<file path="src/rtl/sequence_detector_param.sv">
// Serial pattern detector with a run-time loadable pattern, selectable overlap
// handling and a saturating match counter. The match flag z is decoded only from registered state.
module sequence_detector_param #(
    parameter int                     PATTERN_LEN = 3,
    parameter int                     OVERLAP     = 1,
    parameter int                     CNT_W       = 8,
    parameter logic [PATTERN_LEN-1:0] RST_PATTERN = 3'b011
) (
    input  logic                   clk,
    input  logic                   rst,
    input  logic                   w,
    input  logic                   en,
    input  logic [PATTERN_LEN-1:0] pattern_in,
    input  logic                   pattern_ld,
    input  logic                   clr_cnt,
    output logic                   z,
    output logic [CNT_W-1:0]       match_cnt
);

    localparam int                     FILL_W    = $clog2(PATTERN_LEN + 1);
    localparam logic [FILL_W-1:0]      FILL_FULL = FILL_W'(PATTERN_LEN);
    localparam logic [FILL_W-1:0]      FILL_ONE  = FILL_W'(1);
    localparam logic [FILL_W-1:0]      FILL_ZERO = {FILL_W{1'b0}};
    localparam logic [CNT_W-1:0]       CNT_MAX   = {CNT_W{1'b1}};
    localparam logic [CNT_W-1:0]       CNT_ONE   = CNT_W'(1);
    localparam logic [CNT_W-1:0]       CNT_ZERO  = {CNT_W{1'b0}};
    localparam logic [PATTERN_LEN-1:0] HIST_ZERO = {PATTERN_LEN{1'b0}};

    logic [PATTERN_LEN-1:0] pattern_q, pattern_d;
    logic [PATTERN_LEN-1:0] hist_q, hist_d;
    logic [FILL_W-1:0]      fill_q, fill_d;
    logic [CNT_W-1:0]       match_cnt_q, match_cnt_d;
    logic                   z_q, z_d;
    logic                   new_match_s;

    // Next-state for pattern, history, fill level, match flag and counter
    always_comb begin
        pattern_d   = pattern_q;
        hist_d      = hist_q;
        fill_d      = fill_q;
        match_cnt_d = match_cnt_q;
        new_match_s = 1'b0;

        if (pattern_ld) begin
            pattern_d = pattern_in;
            hist_d    = HIST_ZERO;
            fill_d    = FILL_ZERO;
        end else if (en) begin
            // Without overlap a completed match is consumed: only the new bit survives.
            if ((OVERLAP == 0) && z_q) begin
                hist_d = {{(PATTERN_LEN-1){1'b0}}, w};
                fill_d = FILL_ONE;
            end else begin
                hist_d = {hist_q[PATTERN_LEN-2:0], w};
                fill_d = (fill_q == FILL_FULL) ? FILL_FULL : fill_q + FILL_ONE;
            end
            new_match_s = (fill_d == FILL_FULL) && (hist_d == pattern_d);
        end else begin
            hist_d = hist_q;
        end

        z_d = (fill_d == FILL_FULL) && (hist_d == pattern_d);

        if (clr_cnt) begin
            match_cnt_d = CNT_ZERO;
        end else if (new_match_s && (match_cnt_q != CNT_MAX)) begin
            match_cnt_d = match_cnt_q + CNT_ONE;
        end else begin
            match_cnt_d = match_cnt_q;
        end
    end

    // State register with asynchronous reset
    always_ff @(posedge clk or posedge rst) begin
        if (rst) begin
            pattern_q   <= RST_PATTERN;
            hist_q      <= HIST_ZERO;
            fill_q      <= FILL_ZERO;
            match_cnt_q <= CNT_ZERO;
            z_q         <= 1'b0;
        end else begin
            pattern_q   <= pattern_d;
            hist_q      <= hist_d;
            fill_q      <= fill_d;
            match_cnt_q <= match_cnt_d;
            z_q         <= z_d;
        end
    end

    assign z         = z_q;
    assign match_cnt = match_cnt_q;

endmodule

</file>
<file path="config.mk">
export PLATFORM = sky130hd
export DESIGN_NAME = sequence_detector_param
export DESIGN_NICKNAME = d
export VERILOG_FILES = /design/src/rtl/sequence_detector_param.sv
export SDC_FILE = /design/constraint.sdc
export NUM_CORES = 1
export LEC_CHECK = 0
export CAP_MARGIN = 5
export CORE_MARGIN = 4
export CORE_UTILIZATION = 49
export DETAILED_ROUTE_END_ITERATION = 8
export HOLD_SLACK_MARGIN = 0.12
export PLACE_DENSITY_LB_ADDON = 0.08
export SETUP_SLACK_MARGIN = 0.3
export SLEW_MARGIN = 20
export SYNTH_ARGS = -nofsm -noshare
export SYNTH_HDL_FRONTEND = slang
export SYNTH_SLANG_ARGS = --single-unit
</file>
<file path="constraint.sdc">
create_clock -name clk -period 2.3 [get_ports clk]
set_clock_uncertainty 0.05 [all_clocks]
set_input_delay 0.345 -clock clk [delete_from_list [all_inputs] [get_ports clk]]
set_output_delay 0.345 -clock clk [all_outputs]
set_load 0.1 [all_outputs]
</file>
**After elaboration in Yosys (flattened, before gate mapping)**

Index checks and enable logic that the tools add are counted.

- Add/subtract/negate cells: 2
- Equality and inequality tests: 6
- Mux-type cells: 14
- Reduce and logical (&&, ||, !) cells: 4

Operator list:

| kind | count |
|---|---|
| two-way mux 8 bit | 2 |
| two-way mux 3 bit | 5 |
| two-way mux 2 bit | 5 |
| adder 8 x 1 -> 8 bit, second input constant | 1 |
| inequality test 8 bit, second input constant | 1 |
| equality test 2 bit, second input constant | 3 |
| equality test 3 bit | 2 |
| logical AND 1 bit | 3 |
| adder 2 x 1 -> 2 bit, second input constant | 1 |
| two-way mux 1 bit | 2 |
| nonzero test 2 bit | 1 |

- Register bits: 17
- Input bits: 9
- Output and inout bits: 9

**Longest topological paths before layout**

- Word-level depth: 11
- Depth in mapped cells: 6
- Depth with buffers taken out: 5

**Worst setup path before layout**

OpenSTA, ideal clock, no wires.

- Path kind: flip-flop to flip-flop
- Start: reg match_cnt_q[2], in the netlist match_cnt[2]
- End: reg match_cnt_q[5], in the netlist match_cnt[5]
- Setup time: 77 ps
- Arrival time: 2,085 ps
- Path slack: 87 ps
- Cell stages (with the launch flop): 5
- Path buffers: 0
- Cells stage by stage: dfrtp_1 nand3_1 or2_2 or4_1 a21oi_1

- Word-level cells in the longest chain between the ends: 3

Ends and longest elaborated chain:

| item | line | RTL |
|---|---|---|
| start: declaration | 32 | `logic [CNT_W-1:0] match_cnt_q, match_cnt_d;` |
| start signal: assignment | 85 | `match_cnt_q <= match_cnt_d;` |
| adder 8 x 1 -> 8 bit / inequality test 8 bit (equally long branches) | 67, 66 |  |
| two-way mux 8 bit / logical AND 1 bit (equally long branches) | 66 | `end else if (new_match_s && (match_cnt_q != CNT_MAX)) begin` |
| two-way mux 8 bit / nonzero test 2 bit (equally long branches) | -- |  |

Several ways; a longest one is shown, not always the timed one. The select of a mux whose other input is x is not followed.
A chain may end at the register's enable or synchronous reset.

**Final worst setup path**

- Start: in w
- End: reg match_cnt_q[4], in the netlist match_cnt[4]

- Word-level cells in the longest chain between the ends: 8

Ends and longest elaborated chain:

| item | line | RTL |
|---|---|---|
| start: declaration | 11 | `input logic w,` |
| two-way mux 3 bit | 48 | `end else if (en) begin` |
| two-way mux 3 bit | 44 | `if (pattern_ld) begin` |
| equality test 3 bit | 57 | `new_match_s = (fill_d == FILL_FULL) && (hist_d == pattern_d);` |
| logical AND 1 bit | 57 |  |
| two-way mux 1 bit | 48 |  |
| two-way mux 1 bit | 44 |  |
| logical AND 1 bit | 66 |  |
| nonzero test 2 bit (no source line) | -- |  |

Every way passes these cells. The select of a mux whose other input is x is not followed.

==> impl_metrics.json <==
{
  "drt.antenna.violating_nets": 0,
  "ys.warnings.count": 0,
  "slew_viol_final": 0,
  "peakVddDrop_mv": 0.3224,
  "drv_cap": 0,
  "fin_crit_ns": 1.828,
  "drc": 0,
  "drtIter0Drc": 15,
  "synth_top_area_cell": "dfrtp_1",
  "dieArea_um2": 2622,
  "synth.net_count": 94,
  "leakage_nw": 0.4548,
  "globalRoute.totalOverflow": 0,
  "routed_wl_um": 1790,
  "netlist_instances": 84,
  "power_frac_comb_pct": 11.8,
  "layout_commonest_cell": "buf_4",
  "root_buffer": "clkbuf_4",
  "seqCellArea_um2": 432.9,
  "hold_buffers": 0,
  "cts_tree": "built",
  "hold_viol_final": 0,
  "design_area_um2": 1090,
  "yosysTopAreaCellShare_pct": 41.04,
  "path_class": "primary input to register",
  "synth_cell_types": 31,
  "critPathMaxFanout": 14,
  "htreeDepth": 1,
  "yosysSeqAreaShare_pct": 46.79,
  "finalPower_w": 0.0005501,
  "synthToLayoutAreaGrowth_pct": 19.15,
  "port_buffers": 17,
  "period_share_pct": 79.47,
  "post_dp_cell_area_um2": 1064,
  "setup_viol": 0,
  "grt_antenna_before_repair": 0,
  "synth_area_per_cell_um2": 10.89,
  "cp.arrival_ns": 2.00,
  "postCtsSetupBuffers": 0,
  "drive_gt1_share_pct": 28.16,
  "final_nets": 114,
  "grt_pass1_wl_um": 3001,
  "die_w_um": 51.21,
  "fillers": 155,
  "dp_hpwl_um": 1271,
  "ys_ff_latch": 17,
  "grt_max_degree": 18,
  "clk_latency_ns": 0.29,
  "cts_buffer_depth": 2,
  "synth_edf_count": 0,
  "worst_pin_slew_ns": 0.6764,
  "wl_per_cell_um": 13.98,
  "first_pass_iters": 4,
  "power_density_nw_per_um2": 504.8,
  "end_kind": "register",
  "rows": 15,
  "n_antenna_cell": 0,
  "clkSinkCount": 17,
  "p_seq_share_pct": 58.4,
  "setup_tns_ns": 0,
  "place_inst": 124,
  "die_h_um": 51.21,
  "mostFrequentLayoutCells": "buf_4, dfrtp_1, clkdlybuf4s50_1",
  "place_congestion": 0.7803,
  "cts_buffers": 3,
  "synthArstFlopShare_pct": 100.0,
  "synth_area_leaders": "dfrtp_1, dfstp_2, a21oi_1",
  "syn_area_um2": 914.6,
  "synthFlopType": "dfrtp_1",
  "ioPinCount": 18,
  "final_cells": 128,
  "clkPwrFrac_pct": 29.7,
  "relSlewSlack_pct": 54.74,
  "grt_pass1_vias": 666,
  "p_int_w": 0.0004118,
  "startpoint_type": "primary input",
  "hold_path.class": "primary input to async pin",
  "core_area_um2": 1745,
  "required_ns": 2.47,
  "start_util_pct": 52.40,
  "fmax_mhz": 547.1,
  "num_vias": 699,
  "viasPerCell": 5.461,
  "grt_setup_unrepaired": "no",
  "clkSlewWorstSetupHoldPaths_ns": 0.10,
  "p_sw_share_pct": 25.15,
  "grt_usage_pct": 15.45,
  "p_switching_w": 0.0001384,
  "status": "complete, no violations",
  "cts_resized": 0,
  "multi_input_area_um2": 417.9
}
## metrics by stage
step                setup slack (ns)  hold WS [ns]  util [%]
floorplan                     0.3002        0.2193         -
detailed placement            0.1555        0.4910     60.93
finish                        0.4722        0.3824     62.44
global route                  0.3739        0.4375     62.44
global placement              0.2022        0.4834     60.93
CTS                           0.4585        0.4129     62.44
## worst max-delay path: stages
cell,delay [ns]
clkdlybuf4s50_1,0.44
xnor2_1,0.27
nand4_4,0.24
or4_1,0.55
a21oi_1,0.15
## state kept, by name, indices dropped and copies added (netlist names)
| name | flops |
|---|---|
| fill_q | 2 |
| hist_q | 3 |
| match_cnt | 8 |
| pattern_q | 3 |
| z | 1 |
## routing by layer
metal | track usage (%) | wire, um
met1 | 21.38 | 883
met2 | 23.18 | 799
met3 | 3.207 | 97
met4 | 6.726 | 10
met5 | 0 | 0
## Yosys cell counts, types with 3 or more instances
| master | number |
|---|---|
| xnor2_1 | 3 |
| dfrtp_1 | 15 |
| mux2_2 | 3 |
| mux2i_1 | 3 |
| or4_1 | 4 |
| nand3_1 | 4 |
| a21oi_1 | 7 |
| nor2_1 | 7 |
| nand2_1 | 3 |
| o31ai_1 | 4 |
| xor2_1 | 3 |
| inv_1 | 3 |
## power groups by stage
| stage | Combinational, W | Sequential [W] | Clock [W] |
|---|---|---|---|
| after global placement | 0.0000643 | 0.000326 | 0 |
| after detailed placement | 0.0000660 | 0.000327 | 0 |
| after floorplan | 0.0000449 | 0.000326 | 0 |
| after global routing | 0.0000721 | 0.000323 | 0.000182 |
| final | 0.0000651 | 0.000321 | 0.000164 |
| after CTS | 0.0000664 | 0.000322 | 0.000167 |
## logic make-up (layout without fill, tap and decap cells)
logic type | count (synthesis) | count (layout) | synth area share [%]
compound gates | 17 | 17 | 11.77
xor+xnor | 6 | 6 | 5.747
flops | 17 | 17 | 46.79
simple gates | 29 | 29 | 19.84
buf+inv | 8 | 27 | 7.524
fa+ha+maj | 1 | 1 | 1.368
mux | 6 | 6 | 6.977
## final cells by class
class                           instances  area share, %
Sequential cell                        17          39.72
Inverter                                3          1.033
Clock buffer                            4          2.411
Multi-Input combinational cell         59          38.35
Timing Repair Buffer                   20          15.61
Tap cell                               25          2.870
## worst paths after layout
check                                  start  slack [ns]      endpoint  cells past startpoint
max in group asynchronous                rst        1.36  match_cnt[0]                      2
min in group clk                   fill_q[1]        0.52     fill_q[0]                      1
worst min register to register     fill_q[1]        0.52     fill_q[0]                      1
worst max-delay path                       w        0.47  match_cnt[4]                      5
worst min-delay path                     rst        0.38  match_cnt[4]                      2
worst max register to register  pattern_q[0]        0.50  match_cnt[4]                      4
No activity file was read; power rests on OpenSTA's default activity.
